==> src/rtl/round_timer_pkg.sv <==
// Shared definitions for the round timer controller.
//   state_e     : controller state encoding
//   DEF_*       : default values for the controller parameters
//   TIME_W etc. : widths of the bar-timer value, round counter and life counter
package round_timer_pkg;

  localparam int TIME_W  = 4;
  localparam int ROUND_W = 4;
  localparam int LIVES_W = 3;

  localparam int DEF_INIT_TIME  = 9;
  localparam int DEF_MIN_TIME   = 2;
  localparam int DEF_MAX_ROUNDS = 10;
  localparam int DEF_LIVES      = 3;

  typedef enum logic [2:0] {
    S_IDLE      = 3'd0,
    S_LOAD      = 3'd1,
    S_RUN       = 3'd2,
    S_PAUSED    = 3'd3,
    S_GAME_OVER = 3'd4
  } state_e;

endpackage

==> src/rtl/round_time_step.sv <==
// Difficulty step for the round timer: the next round's bar-timer start
// value is one less than the current one, but never below MIN_TIME.
// A current value already at or below the floor maps to the floor.
//   cur_time_i  : current start value
//   next_time_o : start value for the following round
module round_time_step
  import round_timer_pkg::*;
#(
  parameter int MIN_TIME = DEF_MIN_TIME
) (
  input  logic [TIME_W-1:0] cur_time_i,
  output logic [TIME_W-1:0] next_time_o
);

  localparam logic [TIME_W-1:0] MinTime = TIME_W'(MIN_TIME);

  assign next_time_o = (cur_time_i > MinTime) ? (cur_time_i - TIME_W'(1)) : MinTime;

endmodule

==> src/rtl/round_timer_ctrl.sv <==
// Round/lives sequencer for the asteroid game. Drives the LED bar timer
// (start value, enable, reload), counts rounds survived and lives left,
// and reports win/loss. All outputs are registered.
//
// Optional feature: define ROUND_TIMER_PAUSE_EN to enable the pause input
// (RUN <-> PAUSED). Without it, pause is ignored and PAUSED is never built.
//
// Ports:
//   clk, rst          : clock, synchronous active-high reset
//   start             : begin/restart pulse (IDLE, GAME_OVER only)
//   pause             : level, hold round (only with ROUND_TIMER_PAUSE_EN)
//   hit, timeout      : player struck / bar timer expired (RUN only)
//   startTime         : value loaded into the bar timer
//   timerEnable       : bar timer counting
//   timerRst          : bar timer reload
//   roundNum          : rounds survived
//   livesLeft         : remaining lives
//   roundDone         : one-cycle pulse per survived round
//   gameOver, gameWon : end-of-game flags
//
// state     | meaning
// ----------+-------------------------------------------------
// IDLE      | after reset, timer held in reload, wait for start
// LOAD      | one cycle, reload bar timer with current start value
// RUN       | bar timer counting, watch hit / timeout
// PAUSED    | timer frozen, all game state held
// GAME_OVER | final result shown, wait for start
module round_timer_ctrl
  import round_timer_pkg::*;
#(
  parameter int INIT_TIME  = DEF_INIT_TIME,
  parameter int MIN_TIME   = DEF_MIN_TIME,
  parameter int MAX_ROUNDS = DEF_MAX_ROUNDS,
  parameter int LIVES      = DEF_LIVES
) (
  input  logic               clk,
  input  logic               rst,
  input  logic               start,
  input  logic               pause,
  input  logic               hit,
  input  logic               timeout,
  output logic [TIME_W-1:0]  startTime,
  output logic               timerEnable,
  output logic               timerRst,
  output logic [ROUND_W-1:0] roundNum,
  output logic [LIVES_W-1:0] livesLeft,
  output logic               roundDone,
  output logic               gameOver,
  output logic               gameWon
);

  localparam logic [TIME_W-1:0]  InitTime  = TIME_W'(INIT_TIME);
  localparam logic [ROUND_W-1:0] MaxRounds = ROUND_W'(MAX_ROUNDS);
  localparam logic [LIVES_W-1:0] InitLives = LIVES_W'(LIVES);

  state_e               state_q, state_d;
  logic [TIME_W-1:0]    cur_time_q, cur_time_d, cur_time_step;
  logic [TIME_W-1:0]    start_time_q, start_time_d;
  logic [ROUND_W-1:0]   round_q, round_d;
  logic [LIVES_W-1:0]   lives_q, lives_d;
  logic                 timer_en_q, timer_en_d;
  logic                 timer_rst_q, timer_rst_d;
  logic                 round_done_q, round_done_d;
  logic                 game_over_q, game_over_d;
  logic                 game_won_q, game_won_d;
  logic                 pause_req;

`ifdef ROUND_TIMER_PAUSE_EN
  assign pause_req = pause;
`else
  logic unused_pause;
  assign pause_req    = 1'b0;
  assign unused_pause = pause;
`endif

  round_time_step #(
    .MIN_TIME (MIN_TIME)
  ) u_step (
    .cur_time_i  (cur_time_q),
    .next_time_o (cur_time_step)
  );

  always_comb begin
    state_d      = state_q;
    cur_time_d   = cur_time_q;
    round_d      = round_q;
    lives_d      = lives_q;
    game_won_d   = game_won_q;
    round_done_d = 1'b0;

    case (state_q)
      S_IDLE, S_GAME_OVER: begin
        if (start) begin
          state_d    = S_LOAD;
          cur_time_d = InitTime;
          round_d    = '0;
          lives_d    = InitLives;
          game_won_d = 1'b0;
        end
      end
      S_LOAD: state_d = S_RUN;
      S_RUN: begin
        if (pause_req) begin
          state_d = S_PAUSED;
        end else if (hit) begin
          // A hit outranks a same-cycle timeout: the round restarts, not advances.
          lives_d = lives_q - LIVES_W'(1);
          if (lives_d == '0) begin
            state_d    = S_GAME_OVER;
            game_won_d = 1'b0;
          end else begin
            state_d = S_LOAD;
          end
        end else if (timeout) begin
          round_done_d = 1'b1;
          round_d      = round_q + ROUND_W'(1);
          if (round_d == MaxRounds) begin
            state_d    = S_GAME_OVER;
            game_won_d = 1'b1;
          end else begin
            cur_time_d = cur_time_step;
            state_d    = S_LOAD;
          end
        end
      end
`ifdef ROUND_TIMER_PAUSE_EN
      S_PAUSED: begin
        if (!pause) state_d = S_RUN;
      end
`endif
      default: state_d = S_IDLE;
    endcase

    // Outputs are decoded from the next state so they line up with the
    // state register rather than lagging it by a cycle.
    timer_en_d   = (state_d == S_RUN);
    timer_rst_d  = (state_d == S_IDLE) || (state_d == S_LOAD) || (state_d == S_GAME_OVER);
    game_over_d  = (state_d == S_GAME_OVER);
    start_time_d = (state_d == S_LOAD) ? cur_time_d : start_time_q;
  end

  always_ff @(posedge clk) begin
    if (rst) begin
      state_q      <= S_IDLE;
      cur_time_q   <= InitTime;
      start_time_q <= InitTime;
      round_q      <= '0;
      lives_q      <= InitLives;
      timer_en_q   <= 1'b0;
      timer_rst_q  <= 1'b1;
      round_done_q <= 1'b0;
      game_over_q  <= 1'b0;
      game_won_q   <= 1'b0;
    end else begin
      state_q      <= state_d;
      cur_time_q   <= cur_time_d;
      start_time_q <= start_time_d;
      round_q      <= round_d;
      lives_q      <= lives_d;
      timer_en_q   <= timer_en_d;
      timer_rst_q  <= timer_rst_d;
      round_done_q <= round_done_d;
      game_over_q  <= game_over_d;
      game_won_q   <= game_won_d;
    end
  end

  assign startTime   = start_time_q;
  assign timerEnable = timer_en_q;
  assign timerRst    = timer_rst_q;
  assign roundNum    = round_q;
  assign livesLeft   = lives_q;
  assign roundDone   = round_done_q;
  assign gameOver    = game_over_q;
  assign gameWon     = game_won_q;

endmodule

==> config.mk <==
export PLATFORM = sky130hd
export DESIGN_NAME = round_timer_ctrl
export DESIGN_NICKNAME = d
export VERILOG_FILES = /design/src/rtl/round_timer_pkg.sv /design/src/rtl/round_time_step.sv /design/src/rtl/round_timer_ctrl.sv
export SDC_FILE = /design/constraint.sdc
export NUM_CORES = 1
export LEC_CHECK = 0
export ABC_AREA = 1
export CAP_MARGIN = 5
export CORE_MARGIN = 3
export CORE_UTILIZATION = 52
export CTS_BUF_LIST = sky130_fd_sc_hd__clkbuf_16
export DETAILED_ROUTE_END_ITERATION = 8
export GPL_TIMING_DRIVEN = 0
export PLACE_DENSITY = 0.89
export SKIP_CTS_REPAIR_TIMING = 1
export SLEW_MARGIN = 0
export SYNTH_ARGS = -nofsm -noshare
export SYNTH_HDL_FRONTEND = slang
export SYNTH_SLANG_ARGS = --single-unit
==> constraint.sdc <==
create_clock -name clk -period 2.04 [get_ports clk]
set_input_delay 0.612 -clock clk [delete_from_list [all_inputs] [get_ports clk]]
set_output_delay 0.612 -clock clk [all_outputs]
set_load 0.03 [all_outputs]
Yosys cells after proc, flatten, opt, wreduce, memory -nomap -nowiden
Cells that the tools add are included.
{"block": "word_totals", "reg_bits": 23, "inputBits": 6, "out_inout_bits": 16}
{"block": "classes", "n_addsub": 3, "order_cmp": 1, "n_eq_ne": 14, "mux": 26, "bitwise_logic": 1, "n_reduce_logical": 11}
{"cell": "2-to-1 mux 4 bit", "n": 8}
{"cell": "2-to-1 mux 3 bit", "n": 7}
{"cell": "case mux 4 bit (2 select lines)", "n": 2}
{"cell": "logical NOT 3 bit", "n": 3}
{"cell": "!= test 3 bit, second input constant", "n": 3}
{"cell": "case mux 3 bit (3 select lines)", "n": 1}
{"cell": "!= test 2 bit, second input constant", "n": 4}
{"cell": "== test 3 x 1 -> 1 bit, second input constant", "n": 2}
{"cell": "== test 3 x 2 -> 1 bit, second input constant", "n": 2}
{"cell": "== test 3 bit, second input constant", "n": 2}
{"cell": "2-to-1 mux 1 bit", "n": 6}
{"cell": "case mux 3 bit (2 select lines)", "n": 1}
{"cell": "AND reduction 5 bit", "n": 1}
{"cell": "adder 4 x 1 -> 4 bit, second input constant", "n": 1}
{"cell": "== test 4 bit, second input constant", "n": 1}
{"cell": "> comparator 4 x 2 -> 1 bit, second input constant", "n": 1}
{"cell": "AND reduction 4 bit", "n": 1}
{"cell": "subtractor 4 x 1 -> 4 bit, second input constant", "n": 1}
{"cell": "AND reduction 3 bit", "n": 1}
{"cell": "OR reduction 3 bit", "n": 1}
{"cell": "subtractor 3 x 1 -> 3 bit, second input constant", "n": 1}
{"cell": "logical OR 1 bit", "n": 2}
{"cell": "case mux 1 bit (2 select lines)", "n": 1}
{"cell": "nonzero test 2 bit", "n": 1}
{"cell": "other kinds (2)", "n": 2}

Depth between registers and ports, before layout
{"block": "logic_depth", "word_depth": 9, "ltp_mapped": 13, "mapped_depth_nobuf": 13}

Modules after synthesis
From an unflattened synthesis, not the netlist that was laid out.
{"block": "unflattened", "cells_unflattened": 180, "hier_area_um2": 1273.7}
{"mod": "round_timer_ctrl", "n_inst": 1, "cells_per_inst": 161, "area_per_inst_um2": 1177.4, "seq_area_each_um2": 460.4}
{"mod": "round_time_step", "n_inst": 1, "cells_per_inst": 19, "area_per_inst_um2": 96.3, "seq_area_each_um2": 0.0}

Worst setup path after synthesis
Ideal clock, no wire load.
{"block": "synth_timing", "path_kind": "flip-flop to flip-flop", "from": "register lives_q[0], in the netlist livesLeft[0]", "to": "register start_time_q[2], in the netlist startTime[2]", "arrival_ns": 1.545, "slack_ns": 0.387, "path_stages_with_launch": 13, "n_path_buf": 0, "path_cell_list": "dfxtp_1 > inv_1 > ha_1 > xnor2_1 > nand2_2 > nand2_4 > nor2_4 > nand2_4 > nand3b_1 > nand2_1 > inv_1 > nand2_1 > inv_1"}
{"block": "synth_via", "elab_chain_len": 6}
{"element": "start: declaration", "line": "round_timer_ctrl.sv:60", "text": "logic [LIVES_W-1:0] lives_q, lives_d;"}
{"element": "start signal: assignment", "line": "round_timer_ctrl.sv:148", "text": "lives_q <= InitLives;"}
{"element": "start signal: assignment", "line": "round_timer_ctrl.sv:159", "text": "lives_q <= lives_d;"}
{"element": "subtractor 3 x 1 -> 3 bit", "line": "round_timer_ctrl.sv:107", "text": "lives_d = lives_q - LIVES_W'(1);"}
{"element": "logical NOT 3 bit", "line": "round_timer_ctrl.sv:108", "text": "if (lives_d == '0) begin"}
{"element": "2-to-1 mux 3 bit", "line": "round_timer_ctrl.sv:108"}
{"element": "2-to-1 mux 3 bit", "line": "round_timer_ctrl.sv:105", "text": "end else if (hit) begin"}
{"element": "case mux 3 bit (3 select lines)", "line": "round_timer_ctrl.sv:91", "text": "case (state_q)"}
{"element": "== test 3 x 1 -> 1 bit", "line": "round_timer_ctrl.sv:139", "text": "start_time_d = (state_d == S_LOAD) ? cur_time_d : start_time_q;"}
{"element": "end signal: assignment", "line": "round_timer_ctrl.sv:146", "text": "start_time_q <= InitTime;"}
{"element": "end signal: assignment", "line": "round_timer_ctrl.sv:157", "text": "start_time_q <= start_time_d;"}
{"element": "end: declaration", "line": "round_timer_ctrl.sv:58", "text": "logic [TIME_W-1:0] start_time_q, start_time_d;"}
No other way between the ends.
A chain may end at the register's enable or synchronous reset.

Final worst setup path
{"block": "layout_timing", "from": "register round_q[0], in the netlist roundNum[0]", "to": "output roundNum[0]"}
{"element": "start: declaration", "line": "round_timer_ctrl.sv:59", "text": "logic [ROUND_W-1:0] round_q, round_d;"}
{"element": "start signal: assignment", "line": "round_timer_ctrl.sv:158", "text": "round_q <= round_d;"}
{"element": "end: declaration", "line": "round_timer_ctrl.sv:45", "text": "output logic [ROUND_W-1:0] roundNum,"}
No word-level cell between the ends.

==> metrics.md <==
| Metric | Value |
|---|---|
| Synth area leaders | `dfxtp_1 36%, nand2_4 7.0%, inv_1 6.4%, nand2_1 6.1%, ha_1 5.8%` |
| Syn Nets | `around 180` |
| Biggest area consumer among synthesized cells | `dfxtp_1` |
| Post-synth top area share | `between 30% and 40%` |
| Yosys reg bits | `23` |
| Hold Violations, Final | `0` |
| Fillers | `192` |
| Max-cap violations | `0` |
| Drt pass-1 iters | `4` |
| All-Layer GR Usage | `20.1%` |
| Clock transition at path regs | `0.06 ns` |
| Worst hold path type | `reg -> reg` |
| Largest net degree at the start of global routing | `14` |
| CP endpoint kind | `output port` |
| Outcome | `complete, no violations` |
| R2r setup slk | `roughly 0.38 ns` |
| Die width | `55.9 um` |
| Cells after Synth | `166` |
| Setup-failing EPs final | `0` |
| Syn avg cell area | `7.79 um2` |
| # IOs | `22` |
| Hold depth | `2` |
| Post-route DRC | `0` |
| Synth Warn # | `0` |
| Antenna cells | `0` |
| Initial antenna violation count | `0` |
| Worst vdd ir | `roughly 0.47 mV` |
| Worst path max stage delay | `0.71 ns` |
| CP bufs+invs | `1` |
| FF-to-FF End | `startTime[2]` |
| DR WL/cell | `13.1 um` |
| Vias/cell | `5.35` |
| Total power | `1.10 mW` |
| Die height | `55.9 um` |
| First-pass GRT wire length | `5.00 mm` |
| Final setup TNS | `0 ns` |
| Post-DP HPWL | `between 2 and 2.5 mm` |
| Root buffer cell | `clkbuf_16` |
| Pwr dens | `684 nW/um2` |
| Die area | `3120 um2` |
| Fin. max-slew vios | `0` |
| Initial core utilization | `56.8%` |
| H-tree depth | `1` |
| Synthesized area | `1290 um2` |
| Worst Hold Launch | `livesLeft[1]` |
| Worst Path Arrival | `1.39 ns` |
| Sequential area share after synthesis | `35.6%` |
| Synth cell types | `30` |
| Worst Hold Endpoint | `livesLeft[1]` |
| Clock buffer depth | `2` |
| Share of cells above drive strength 1 | `between 10% and 20%` |
| CP cell instances | `clkdlybuf4s50_1` |
| Layout overhead on the synthesized area | `24.6%` |
| I/O Buffers | `20` |
| Worst setup skew after layout | `0.00210 ns` |
| CP Data Required Time | `1.43 ns` |
| Worst Reg-to-Reg Cells | `12` |
| CP delay by family, top | `buffers and inverters` |
| Vias in the first global route | `about 1200` |
| RSZ-0062 raised after global routing | `no` |
| FMAX | `approximately 500 MHz` |
| Most frequent cells in the layout | `23 x dfxtp_1, 22 x inv_1, 21 x nand2_1` |
| Antenna-violating nets left | `0` |
| P_leak | `0.735 nW` |
| Routed via count | `1166` |
| Inserted Clock Buffers | `3` |
| Slowest-stage cell, CP | `clkdlybuf4s50_1` |
| Crit-path max FO | `6` |
| Least-Margin Pin Slew | `around 0.48 ns` |
| Tmin final | `2.00 ns` |
| Crit Path Class | `reg -> out` |
| Clock network latency to the later pin of the worst-skew pair | `0.26 ns` |
| CP startpoint kind | `flip-flop` |
| Core ar. | `2280 um2` |
| Final Cycle Share | `98.0%` |
| R2R Path Start | `livesLeft[0]` |
| Slew Limit Headroom | `67.9%` |
| CTS tree | `built` |
| Detailed Route WL | `2.85 mm` |
| Site Rows | `17` |
| GPL Wtd Cong | `0.885` |
| GRT overflow | `0` |
| Most common cell after layout, fill and taps aside | `dfxtp_1` |
| Clock sink total | `23` |
| # nets final | `slightly above 200` |
| Initial detailed-routing violation count | `18` |
[per-layer routing]
| metal | vias up | share of wire [%] | track usage [%] |
|---|---|---|---|
| met2 | 40 | 51 | 37.3 |
| met5 | - | 0 | 0 |
| met4 | 0 | 2.6 | 9.15 |
| li1 | 586 | - | - |
| met1 | 531 | 41 | 22.3 |
| met3 | 9 | 5.7 | 2.78 |
[power by group]
group	leakage (nW)	internal, mW	switching (mW)
clock	0.0409	0.264	0.169
sequential	0.187	0.466	0.0137
combinational	0.507	0.0688	0.119
total	0.735	0.799	0.302
[sequential cells by signal, indices dropped and copies added (netlist names)]
signal,cells
cur_time_q,4
roundNum,4
startTime,4
livesLeft,3
state_q,3
gameOver,1
gameWon,1
roundDone,1
timerEnable,1
timerRst,1
[logic make-up (layout without fill, tap and decap cells)]
family | after synthesis | count (layout) | synth area share (%)
XOR/XNOR | 1 | 1 | 0.678
buffers and inverters | 30 | 54 | 9.10
AND/OR/NAND/NOR | 85 | 85 | 38.8
adder cells (fa/ha/maj) | 6 | 6 | 5.81
flip-flops | 23 | 23 | 35.6
AO/OA/AOI/OAI | 21 | 21 | 9.97
[cell usage after synthesis (all sizes together)]
library cell and instances:
nor2 23, a21oi 9, clkbuf 1, nand4 2
clkinv 3, o211a 1, or2 1, nand2 36
ha 6, o21ai 8, nor4 2, a32oi 2
nand3b 2, nor3 3, xnor2 1, dfxtp 23
nand3 16, o211ai 1, inv 26
[worst max-delay path by stage]
stage                            start      endpoint  slack, ns  cells after the start
after global routing       roundNum[0]   roundNum[0]      0.006                      1
after CTS                  roundNum[2]   roundNum[2]       0.03                      1
after global placement             hit  startTime[2]      -0.08                      9
after floorplan           livesLeft[0]  startTime[2]       0.39                     12
after detailed placement           hit  startTime[2]      -0.12                     11
final                      roundNum[0]   roundNum[0]       0.04                      1
[layout make-up]
| cell class | instances | area, um2 | area share, % |
|---|---|---|---|
| inverter | 29 | 114 | 7.07 |
| buffer | 1 | 3.75 | 0.233 |
| clock inverter | 1 | 5.00 | 0.311 |
| clock buffer | 3 | 75.1 | 4.66 |
| sequential | 23 | 460 | 28.6 |
| timing repair buffer | 20 | 203 | 12.6 |
| tap | 28 | 35.0 | 2.18 |
| multi-input combinational | 113 | 714 | 44.4 |
[per-stage QoR]
| stage | cells | utilization, % | hold WS, ns | area (um2) | setup WS (ns) |
|---|---|---|---|---|---|
| CTS | 218 | 70.6 | 0.503 | 1610 | 0.0337 |
| floorplan | 166 | - | 0.490 | 1290 | 0.387 |
| global placement | 214 | 67.1 | 0.477 | 1530 | -0.0843 |
| global route | 218 | 70.8 | 0.543 | 1610 | 0.00639 |
| finish | 218 | 70.8 | 0.505 | 1610 | 0.0402 |
| detailed placement | 214 | 67.1 | 0.486 | 1530 | -0.115 |
No activity file was read; power rests on OpenSTA's default activity.
